File: config.mk
export PLATFORM = sky130hd
export DESIGN_NAME = clock_set_ctrl
export DESIGN_NICKNAME = d
export VERILOG_FILES = /design/src/rtl/clock_set_ctrl.sv
export SDC_FILE = /design/constraint.sdc
export NUM_CORES = 1
export LEC_CHECK = 0
export ABC_AREA = 1
export CORE_MARGIN = 3
export CORE_UTILIZATION = 33
export CTS_CLUSTER_SIZE = 14
export DETAILED_ROUTE_END_ITERATION = 8
export PLACE_DENSITY_LB_ADDON = 0.08
export SETUP_SLACK_MARGIN = 0.1
export SYNTH_ARGS = -nofsm -noshare
export SYNTH_HDL_FRONTEND = slang
export SYNTH_SLANG_ARGS = --single-unit
File: constraint.sdc
create_clock -name clk -period 1.57 [get_ports clk]
set_input_delay 0.314 -clock clk [delete_from_list [all_inputs] [get_ports clk]]
set_output_delay 0.314 -clock clk [all_outputs]
set_load 0.1 [all_outputs]
File: src/rtl/clock_set_ctrl.sv
// clock_set_ctrl
// Time-setting controller for the digital clock. Sits between the two
// front-panel buttons (MODE, INC) and the sec/min/hour/day counter chain.
// MODE steps RUN -> SEC -> MIN -> HOUR -> DAY -> RUN. INC (pressed or held)
// pulses the counter selected by the current edit state. An edit state with
// no activity for TIMEOUT_S seconds falls back to RUN.
//
// Ports:
//   clk       system clock
//   rst       asynchronous active-high reset
//   tick_1hz  one-cycle 1 Hz enable, synchronous to clk
//   btn_mode  raw MODE button (active-high, asynchronous)
//   btn_inc   raw INC button (active-high, asynchronous)
//   run_en    1 = counters advance on tick_1hz, 0 = counting frozen
//   inc_sec   one-cycle increment pulse to the seconds counter
//   inc_min   one-cycle increment pulse to the minutes counter
//   inc_hour  one-cycle increment pulse to the hours counter
//   inc_day   one-cycle increment pulse to the days counter
//   edit_sel  0 = RUN, 1 = SEC, 2 = MIN, 3 = HOUR, 4 = DAY
//   blink     display blank flag for the field being edited
module clock_set_ctrl #(
  parameter int DEB_CYCLES    = 4,
  parameter int REPEAT_CYCLES = 16,
  parameter int TIMEOUT_S     = 3
) (
  input  logic       clk,
  input  logic       rst,
  input  logic       tick_1hz,
  input  logic       btn_mode,
  input  logic       btn_inc,
  output logic       run_en,
  output logic       inc_sec,
  output logic       inc_min,
  output logic       inc_hour,
  output logic       inc_day,
  output logic [2:0] edit_sel,
  output logic       blink
);

  localparam int DW = $clog2(DEB_CYCLES);
  localparam int RW = $clog2(REPEAT_CYCLES);

  typedef enum logic [2:0] {
    ST_RUN  = 3'd0,
    ST_SEC  = 3'd1,
    ST_MIN  = 3'd2,
    ST_HOUR = 3'd3,
    ST_DAY  = 3'd4
  } state_t;

  // Button bit 0 is MODE, bit 1 is INC.
  logic [1:0]    sync1;
  logic [1:0]    sync2;
  logic [1:0]    deb;
  logic [1:0]    deb_d;
  logic [1:0]    press;
  logic [DW-1:0] deb_cnt [2];

  state_t        state;
  state_t        next_state;
  logic          entry;
  logic [RW-1:0] rcnt;
  logic [7:0]    idle_cnt;
  logic          rep_fire;
  logic          inc_fire;

  logic          press_mode;
  logic          press_inc;
  logic          deb_inc;

  assign press_mode = press[0];
  assign press_inc  = press[1];
  assign deb_inc    = deb[1];

  // Synchronize, debounce and edge-detect both buttons. A level change is
  // accepted only after DEB_CYCLES consecutive differing samples; press is a
  // registered pulse on the rising edge of the debounced level.
  always_ff @(posedge clk or posedge rst) begin
    if (rst) begin
      sync1      <= '0;
      sync2      <= '0;
      deb        <= '0;
      deb_d      <= '0;
      press      <= '0;
      deb_cnt[0] <= '0;
      deb_cnt[1] <= '0;
    end else begin
      sync1 <= {btn_inc, btn_mode};
      sync2 <= sync1;
      deb_d <= deb;
      press <= deb & ~deb_d;
      for (int i = 0; i < 2; i++) begin
        if (sync2[i] == deb[i]) begin
          deb_cnt[i] <= '0;
        end else if (deb_cnt[i] == DW'(DEB_CYCLES - 1)) begin
          deb[i]     <= sync2[i];
          deb_cnt[i] <= '0;
        end else begin
          deb_cnt[i] <= deb_cnt[i] + DW'(1);
        end
      end
    end
  end

  // Next state and increment request. A mode press beats a simultaneous inc
  // press, and any inc press or repeat beats the idle timeout.
  always_comb begin
    next_state = state;
    rep_fire   = 1'b0;
    inc_fire   = 1'b0;
    if (state != ST_RUN) begin
      rep_fire = deb_inc && !press_inc && !press_mode &&
                 (rcnt == RW'(REPEAT_CYCLES - 1));
      inc_fire = (press_inc && !press_mode) || rep_fire;
    end
    if (press_mode) begin
      case (state)
        ST_RUN:  next_state = ST_SEC;
        ST_SEC:  next_state = ST_MIN;
        ST_MIN:  next_state = ST_HOUR;
        ST_HOUR: next_state = ST_DAY;
        default: next_state = ST_RUN;
      endcase
    end else if ((state != ST_RUN) && !inc_fire && tick_1hz &&
                 (idle_cnt == 8'(TIMEOUT_S - 1))) begin
      next_state = ST_RUN;
    end
  end

  // State register plus the repeat and idle counters that depend on it.
  always_ff @(posedge clk or posedge rst) begin
    if (rst) begin
      state    <= ST_RUN;
      entry    <= 1'b0;
      rcnt     <= '0;
      idle_cnt <= '0;
    end else begin
      state <= next_state;
      entry <= (next_state != state);

      if ((state == ST_RUN) || (next_state == ST_RUN) || !deb_inc ||
          press_inc || rep_fire) begin
        rcnt <= '0;
      end else begin
        rcnt <= rcnt + RW'(1);
      end

      if ((state == ST_RUN) || (next_state != state) || press_inc ||
          press_mode || rep_fire) begin
        idle_cnt <= '0;
      end else if (tick_1hz) begin
        idle_cnt <= idle_cnt + 8'd1;
      end
    end
  end

  // Registered outputs follow the current state, so they settle one cycle
  // after a state change. entry marks the first cycle in a new state and is
  // used to restart the blink phase for the newly selected field.
  always_ff @(posedge clk or posedge rst) begin
    if (rst) begin
      run_en   <= 1'b1;
      edit_sel <= 3'd0;
      blink    <= 1'b0;
      inc_sec  <= 1'b0;
      inc_min  <= 1'b0;
      inc_hour <= 1'b0;
      inc_day  <= 1'b0;
    end else begin
      run_en   <= (state == ST_RUN);
      edit_sel <= state;
      inc_sec  <= inc_fire && (state == ST_SEC);
      inc_min  <= inc_fire && (state == ST_MIN);
      inc_hour <= inc_fire && (state == ST_HOUR);
      inc_day  <= inc_fire && (state == ST_DAY);
      if ((state == ST_RUN) || entry) begin
        blink <= 1'b0;
      end else if (tick_1hz) begin
        blink <= ~blink;
      end
    end
  end

endmodule

# [Yosys cells after proc, flatten, opt, wreduce, memory -nomap -nowiden]
# Cells that the tools add are included.
[totals] word_cells=85 inputBits=5 output_inout_bits=9 regBits=39
[classes] n_addsub=4 bitwise_logic=5 muxes=14 n_eq_ne=11 reduce_logical=32
[ops] operator="$mux W8" count=2
[ops] operator="$pmux W3 S4" count=1
[ops] operator="$logic_and A1 B1 Y1" count=11
[ops] operator="$logic_or A1 B1 Y1" count=10
[ops] operator="$add A8 B1 Y8 const B" count=1
[ops] operator="$eq A8 B2 Y1 const B" count=1
[ops] operator="$mux W2" count=4
[ops] operator="$eq A3 B2 Y1 const B" count=2
[ops] operator="$logic_not A3 Y1" count=2
[ops] operator="$mux W3" count=2
[ops] operator="$add A2 B1 Y2 const B" count=2
[ops] operator="$add A4 B1 Y4 const B" count=1
[ops] operator="$eq A2 B2 Y1 const B" count=2
[ops] operator="$eq A4 B4 Y1 const B" count=1
[ops] operator="$logic_not A1 Y1" count=4
[ops] operator="$mux W1" count=4
[ops] operator="$mux W4" count=1
[ops] operator="$reduce_and A2 Y1" count=2
[ops] operator="$reduce_bool A2 Y1" count=2
[ops] operator="$eq A3 B1 Y1 const B" count=1
[ops] operator="$eq A3 B3 Y1 const B" count=1
[ops] operator="$ne A3 B3 Y1" count=1
[ops] operator="$not A1 Y1" count=3
[ops] operator="$reduce_bool A3 Y1" count=1
[ops] operator="other kinds (3)" count=4

# [Longest topological paths before layout]
# Gate-level depths: netlist (run 1).
[depth] word_depth=18 ltp_mapped=11 mapped_depth_nobuf=11

# [Worst setup path after synthesis (run 1)]
# No wires, ideal clock.
[synth_timing] kind="reg2reg" start="register rcnt[0]" end="register rcnt[2]" t_required_ps=1450 arrival_time_ps=1415 synth_period_minus_slack_ps=1535 path_slack_ps=35 stages_incl_launch_ff=10 setup_ps=120 path_buffers=0 cell_sequence="dfrtp_1 ha_1 nand2_1 nor2_4 o21bai_4 nand2_2 a21oi_1 nand3_1 nand2_2 nor2_1"
[synth_via] elab_chain_cells=16 word_cells_on_any_way=18 classes_between="add/sub (1); eq/ne (1); mux (5); reduce/logical (11)"
[synth_rtl] item="start: declaration" line_no="62" text="logic [RW-1:0] rcnt;"
[synth_rtl] item="start signal: assignment" line_no="145" text="rcnt <= rcnt + RW'(1);"
[synth_rtl] item="$eq A4 B4 Y1" line_no="113" text="(rcnt == RW'(REPEAT_CYCLES - 1));"
[synth_rtl] item="$logic_and A1 B1 Y1" line_no="112" text="rep_fire = deb_inc && !press_inc && !press_mode &&"
[synth_rtl] item="$logic_or A1 B1 Y1" line_no="114" text="inc_fire = (press_inc && !press_mode) || rep_fire;"
[synth_rtl] item="$mux W1" line_no="111" text="if (state != ST_RUN) begin"
[synth_rtl] item="$logic_not A1 Y1" line_no="124" text="end else if ((state != ST_RUN) && !inc_fire && tick_1hz &&"
[synth_rtl] item="$logic_and A1 B1 Y1 (3 in series)" line_no="124"
[synth_rtl] item="$mux W3" line_no="124"
[synth_rtl] item="$mux W3" line_no="116" text="if (press_mode) begin"
[synth_rtl] item="$logic_not A3 Y1" line_no="141" text="if ((state == ST_RUN) || (next_state == ST_RUN) || !deb_inc ||"
[synth_rtl] item="$logic_or A1 B1 Y1 (3 in series)" line_no="141"
[synth_rtl] item="$logic_or A1 B1 Y1" line_no="142" text="press_inc || rep_fire) begin"
[synth_rtl] item="$mux W4 (*)" line_no="141"
# Every way passes the cells marked *; elsewhere a longest branch is shown, timed or not.
# A chain may end at the register's enable or synchronous reset.

# [Worst setup path in the final report (run 1)]
[layout_timing] start="register idle_cnt[0]" end="register idle_cnt[5]"
[layout_via] elab_chain_cells=10 word_cells_on_any_way=13 classes_between="add/sub (1); eq/ne (2); mux (4); reduce/logical (6)"
[layout_rtl] item="start: declaration" line_no="63" text="logic [7:0] idle_cnt;"
[layout_rtl] item="start signal: assignment" line_no="152" text="idle_cnt <= idle_cnt + 8'd1;"
[layout_rtl] item="$eq A8 B2 Y1" line_no="125" text="(idle_cnt == 8'(TIMEOUT_S - 1))) begin"
[layout_rtl] item="$logic_and A1 B1 Y1" line_no="124"
[layout_rtl] item="$mux W3" line_no="124"
[layout_rtl] item="$mux W3" line_no="116"
[layout_rtl] item="$ne A3 B3 Y1" line_no="148" text="if ((state == ST_RUN) || (next_state != state) || press_inc ||"
[layout_rtl] item="$logic_or A1 B1 Y1 (3 in series)" line_no="148"
[layout_rtl] item="$logic_or A1 B1 Y1" line_no="149" text="press_mode || rep_fire) begin"
[layout_rtl] item="$mux W8 or $reduce_bool A2 Y1 (tied branches)"
# Several ways; a longest one is shown, not always the timed one. The select of a mux whose other input is x is not followed.

==> reports/metrics.cfg, run 1 <==
[status]
outcome=finished with violations
violations=setup timing

[finish]
drive_gt1_share_pct=31.6
final_nets=202
fill_cells=454
antenna_cells=0
area_growth_pct=33.4
mostFrequentLayoutCells=dfrtp_1 (38), nor2_1 (31), inv_1 (15)
layout_commonest_cell=dfrtp_1

[power_and_ir_drop]
power_density_nw_per_um2=1870
peakVddDrop_mv=0.707
power_mw=4.12
cellLeakagePower_nw=1.01

[critical_path]
rrSetupSlack_ps=-70
cp_common_cell=nand2_2
worstPathArrival_ps=1810
cpPeakStageDelay_ps=380
cp-end-kind=register
critPathSlowestCell=dfrtp_1
cp_top_family=simple AND/OR/NAND/NOR gates
worstSetupPathType=register to register
cp.buffers_inverters=2
crit_path_max_fanout=8
start_kind=register
crit_chain=inv_1 -> ha_2 -> inv_2 -> nor2_4 -> nand3_2 -> nor2_2 -> nand2_2 -> a21oi_4 -> nand2_2 -> nand3_4 -> nor2_1
required_ps=1740

[min_path]
worstHoldPathType=register to register

[sta]
fin_ws_ps=-66.9
rsz0062_at_grt=true
finalSetupTns_ps=-495
final-hold-violation-count=0
clock_skew_ps=6.77
setup_violations=13
worst_slew_pin_slew_ps=277
slew_violations=0
relSlewSlack_pct=81.4
fmax_ghz=0.611
fin_crit_sh_pct=104
min_period_ps=1640

[route]
drc=0
via_count=1112
antenna_left=0
viasPerCell=4.28
wl_per_cell_um=10.7
first_iter_violations=49
first_pass_iters=4
drt-total-wl_um=2780

[synthesis]
yosys_warnings=0
synth-compound-area-share_pct=5.54
synthesis.area_um2=1650
yosys.area_share.adder_pct=3.80
syn_avg_cell_area_um2=10.4
synth_simple_gate_area_share_pct=20.5
seq_area_frac_synth_pct=59.3
synth_fp_nets=168
synth_cells=158
synth_cell_types=26
synthMuxAreaShare_pct=0
synth_top_family_by_area=simple AND/OR/NAND/NOR gates
synth_xor_area_share_pct=5.85
ys_ff_latch=39

[global_routing]
grt_pass1_vias=1180
grt_overflow_total=0
grt_pass1_wl_um=5130
antenna_found_initial=0
grt_util_all_layers_pct=10.9
grt_max_degree=40

[placed_design]
io_buffers=13
dp_hpwl_um=2070
place_congestion=0.785
dp_slack_ps=-299

[floorplanning]
std_cell_rows=25
start_util_pct=34.4
die_y_um=76.7
chipWidth_um=76.7
die_area_um2=5880
core-area_um2=4790
io_pins=14

[cts]
cts_tree=built
htreeDepth=2
root_buffer=clkbuf_8
clk_latency_ps=290
cts_buffers=5
cts.path.max_buffers=2
cts_sinks=39
path_clk_slew_ps=80

[flow_run]
maxCapViolCount=0

-- path summary, 6_finish.rpt --
path	start	end	depth (start not counted)
min	sync1[0]	sync2[0]	0
max	idle_cnt[0]	idle_cnt[5]	11
max reg2reg	idle_cnt[0]	idle_cnt[5]	11
max in group asynchronous	rst	run_en	3
min in group asynchronous	rst	sync1[0]	3
min reg2reg	sync1[0]	sync2[0]	0
-- area by class of cell --
cell class	count	area, um2	share of cell area (%)
clock buffers	5	68.8	3.13
well taps	67	83.8	3.81
multi-input cells	98	628	28.6
inverters	20	75.1	3.41
repair buffers	28	345	15.7
flip-flops and latches	39	977	44.5
clock inverters	3	20.0	0.911
-- power by group --
| group | internal, mW | switching [mW] | total [mW] | leakage [nW] |
|---|---|---|---|---|
| Clock | 0.308 | 0.339 | 0.647 | 0.0402 |
| Sequential | 1.28 | 0.185 | 1.46 | 0.510 |
| Combinational | 0.792 | 1.22 | 2.01 | 0.459 |
| Total | 2.38 | 1.74 | 4.12 | 1.01 |
-- layer usage --
layer / vias up / share of wire (%) / routed length (um) / track usage, %
met3: 6 / 4.3 / 119 / 3.76
met5: - / 0 / 0 / 0
met4: 0 / 2.0 / 55 / 4.35
li1: 563 / - / - / -
met1: 526 / 43 / 1190 / 12.7
met2: 17 / 51 / 1410 / 18.2
-- registers in the layout, summed over array words and instances (netlist names) --
name,cells
inc_min,1
deb_d,2
deb_cnt,4
state,3
inc_sec,1
blink,1
press,2
inc_hour,1
inc_day,1
rcnt,4
edit_sel,3
sync2,2
sync1,2
idle_cnt,8
deb,2
entry,1
run_en,1
-- stage by stage --
| stage | cells | area (um2) | utilization (%) | hold slack [ps] |
|---|---|---|---|---|
| after floorplan | 158 | 1670 | - | 331 |
| after global placement | 251 | 2080 | 43.5 | 333 |
| after detailed placement | 251 | 2080 | 43.5 | 335 |
| after CTS | 259 | 2190 | 45.7 | 353 |
| after global routing | 260 | 2200 | 45.9 | 369 |
| final | 260 | 2200 | 45.9 | 351 |
-- synth_stat cells --
| cell | instances | area share, % |
|---|---|---|
| ha_1 | 5 | 3.8 |
| or2_4 | 1 | 0.53 |
| xor2_1 | 5 | 2.7 |
| nor4_1 | 1 | 0.38 |
| a21oi_4 | 1 | 0.99 |
| nand3_1 | 7 | 2.1 |
| a211oi_2 | 1 | 0.76 |
| buf_4 | 1 | 0.46 |
| xnor2_1 | 6 | 3.2 |
| a21oi_2 | 1 | 0.53 |
| o21bai_4 | 1 | 1.1 |
| nand4_1 | 1 | 0.38 |
| nor2_1 | 34 | 7.7 |
| nand2_1 | 15 | 3.4 |
| inv_2 | 4 | 0.91 |
| a21oi_1 | 3 | 0.91 |
| nor2_4 | 1 | 0.68 |
| dfrtp_1 | 38 | 58 |
| inv_1 | 16 | 3.6 |
| nand3_4 | 1 | 1.1 |
| nor3_1 | 4 | 1.2 |
| o21ai_0 | 4 | 1.2 |
| dfstp_2 | 1 | 1.6 |
| nand3b_1 | 1 | 0.46 |
| nor3_4 | 1 | 0.99 |
| nand2_2 | 4 | 1.5 |
-- cells by family after synthesis --
logic type | Yosys count
AND/OR/NAND/NOR | 71
flip-flops | 39
buffers and inverters | 21
AO/OA/AOI/OAI | 11
XOR/XNOR | 11
adder cells (fa/ha/maj) | 5
-- worst reg2reg max path, delay by kind of cell, from the launching register on --
family	cells	cell delay, ps
AND/OR/NAND/NOR	7	660
buffers and inverters	2	100
AO/OA/AOI/OAI	1	200
adder cells (fa/ha/maj)	1	170
flip-flops	1	380
-- timing repair --
item                       in CTS  in global routing
setup buffers                   0                  1
pin swaps                       3                  3
resized for setup               7                  1
hold buffers                    0                  0
setup endpoints to repair      16                 16
Note: power is estimated with default switching activity, not from simulation.
==> run 2: changes to the inputs <==
--- a/config.mk
+++ b/config.mk
@@ -10,7 +10,7 @@
 export CORE_UTILIZATION = 33
 export CTS_CLUSTER_SIZE = 14
 export DETAILED_ROUTE_END_ITERATION = 8
-export PLACE_DENSITY_LB_ADDON = 0.08
+export PLACE_DENSITY_LB_ADDON = 0.25
 export SETUP_SLACK_MARGIN = 0.1
 export SYNTH_ARGS = -nofsm -noshare
 export SYNTH_HDL_FRONTEND = slang
==> run 2 against run 1 <==
The flow still finishes with violations (setup timing). Clock power grew 30%. Sequential share of layout area shrank 0.30 points. Via count grew 0.63%. Global-route usage grew 0.56 points. Flip-flop and latch count is the same. Hold slack gained 1.9 ps. Cell count is the same. Critical path type unchanged. Critical endpoint is now idle_cnt[4]. Largest cell class unchanged. Highest routed layer unchanged.
==> reports/metrics.cfg, run 2 (same netlist as run 1, synthesis figures left out) <==
[power_and_ir_drop]
power_density_nw_per_um2=1960
cellLeakagePower_nw=1.03
peakVddDrop_mv=0.867

[sta]
fmax_ghz=0.623
finalSetupTns_ps=-265
worst_slew_pin_slew_ps=294
relSlewSlack_pct=80.4
min_period_ps=1610
rsz0062_at_grt=true
slew_violations=0
setup_violations=13
fin_crit_sh_pct=102
fin_ws_ps=-35.2
final-hold-violation-count=0
whs_ps=353
clock_skew_ps=5.37

[status]
outcome=finished with violations
violations=setup timing

[finish]
antenna_cells=0
drive_gt1_share_pct=29.0
mostFrequentLayoutCells=dfrtp_1 (38), nor2_1 (32), inv_1 (16)
final_nets=202
largest_register_ffs=8
layout_commonest_cell=dfrtp_1
top_regs=idle_cnt x8, deb_cnt x4, rcnt x4
final_core_util_pct=46.2
top_register=idle_cnt
area_growth_pct=34.3

[route]
drc=0
first_pass_iters=4
drt-total-wl_um=2800
antenna_left=0
first_iter_violations=55
wl_per_cell_um=10.8
via_count=1119
viasPerCell=4.30

[placed_design]
dp_hpwl_um=2100
io_buffers=13
place_congestion=0.855

[global_routing]
grt_pass1_wl_um=5130
antenna_found_initial=0
grt_pass1_vias=1176
grt_overflow_total=0
grt_max_degree=40
grt_util_all_layers_pct=11.4

[floorplanning]
core-area_um2=4790
start_util_pct=34.4
std_cell_rows=25
die_area_um2=5880
io_pins=14
die_y_um=76.7
chipWidth_um=76.7

[flow_run]
maxCapViolCount=0

[cts]
clk_latency_ps=290
path_clk_slew_ps=70
cts.path.max_buffers=2
cts_sinks=39
cts_buffers=5
root_buffer=clkbuf_8
cts_tree=built
htreeDepth=2

[critical_path]
worstSetupPathType=register to register
required_ps=1750
crit_path_max_fanout=8
start_kind=register
cp-end-kind=register
worstPathArrival_ps=1780

[min_path]
worstHoldPathType=register to register

run 2: area by class of cell:
type | instances | area [um2]
clock buffers | 6 | 82.6
clock inverters | 2 | 35.0
fillers | 461 | 2570
inverters | 20 | 75.1
multi-input cells | 98 | 611
flip-flops and latches | 39 | 977
well taps | 67 | 83.8
repair buffers | 28 | 349
run 2: layer usage:
metal	global-route usage (%)	routed length [um]	vias up
li1	-	-	559
met1	12.7	1120	533
met2	18.3	1460	18
met3	4.46	142	9
met4	7.07	83	0
met5	0	0	-
run 2: power breakdown:
| group | switching (mW) | internal [mW] | total (mW) |
|---|---|---|---|
| logic | 1.20 | 0.818 | 2.02 |
| clock network | 0.331 | 0.514 | 0.844 |
| registers | 0.203 | 1.28 | 1.48 |
| total | 1.73 | 2.61 | 4.35 |
run 2: worst paths after layout:
kind	start	to	slack, ps	cells past startpoint
max in group asynchronous	rst	run_en	950	3
hold / removal	sync1[1]	sync2[1]	350	0
setup reg to reg	rcnt[0]	idle_cnt[4]	-40	9
min in group asynchronous	rst	idle_cnt[1]	370	3
setup / recovery	rcnt[0]	idle_cnt[4]	-40	9
hold reg to reg	sync1[1]	sync2[1]	350	0
run 2: metrics by stage:
| stage | cells | cell area (um2) | power (mW) | setup WS, ps |
|---|---|---|---|---|
| final | 260 | 2210 | 4.35 | -35.2 |
| after global routing | 260 | 2210 | 4.63 | -170 |
| after CTS | 259 | 2200 | 4.36 | -85.0 |
| after detailed placement | 249 | 2060 | 3.46 | -300 |
| after global placement | 249 | 2060 | 3.40 | -232 |
| after floorplan | 158 | 1670 | 2.74 | 59.7 |
run 2: timing repair:
action                     4_1_cts  5_1_grt
pin swaps                        2        2
gates cloned                     0        0
setup buffers                    2        1
resized for setup                2        1
hold buffers                     0        0
setup endpoints to repair       15       16
run 2: worst max-delay path, cell delays in order (launching register included):
cell and delay [ps]:
dfrtp_1 400, ha_2 200, nand2_2 70, nor2_4 50, o21bai_4 180, nand2_2 120, a21oi_4 180, nand2_2 90
nand3_4 130, nor2_1 60
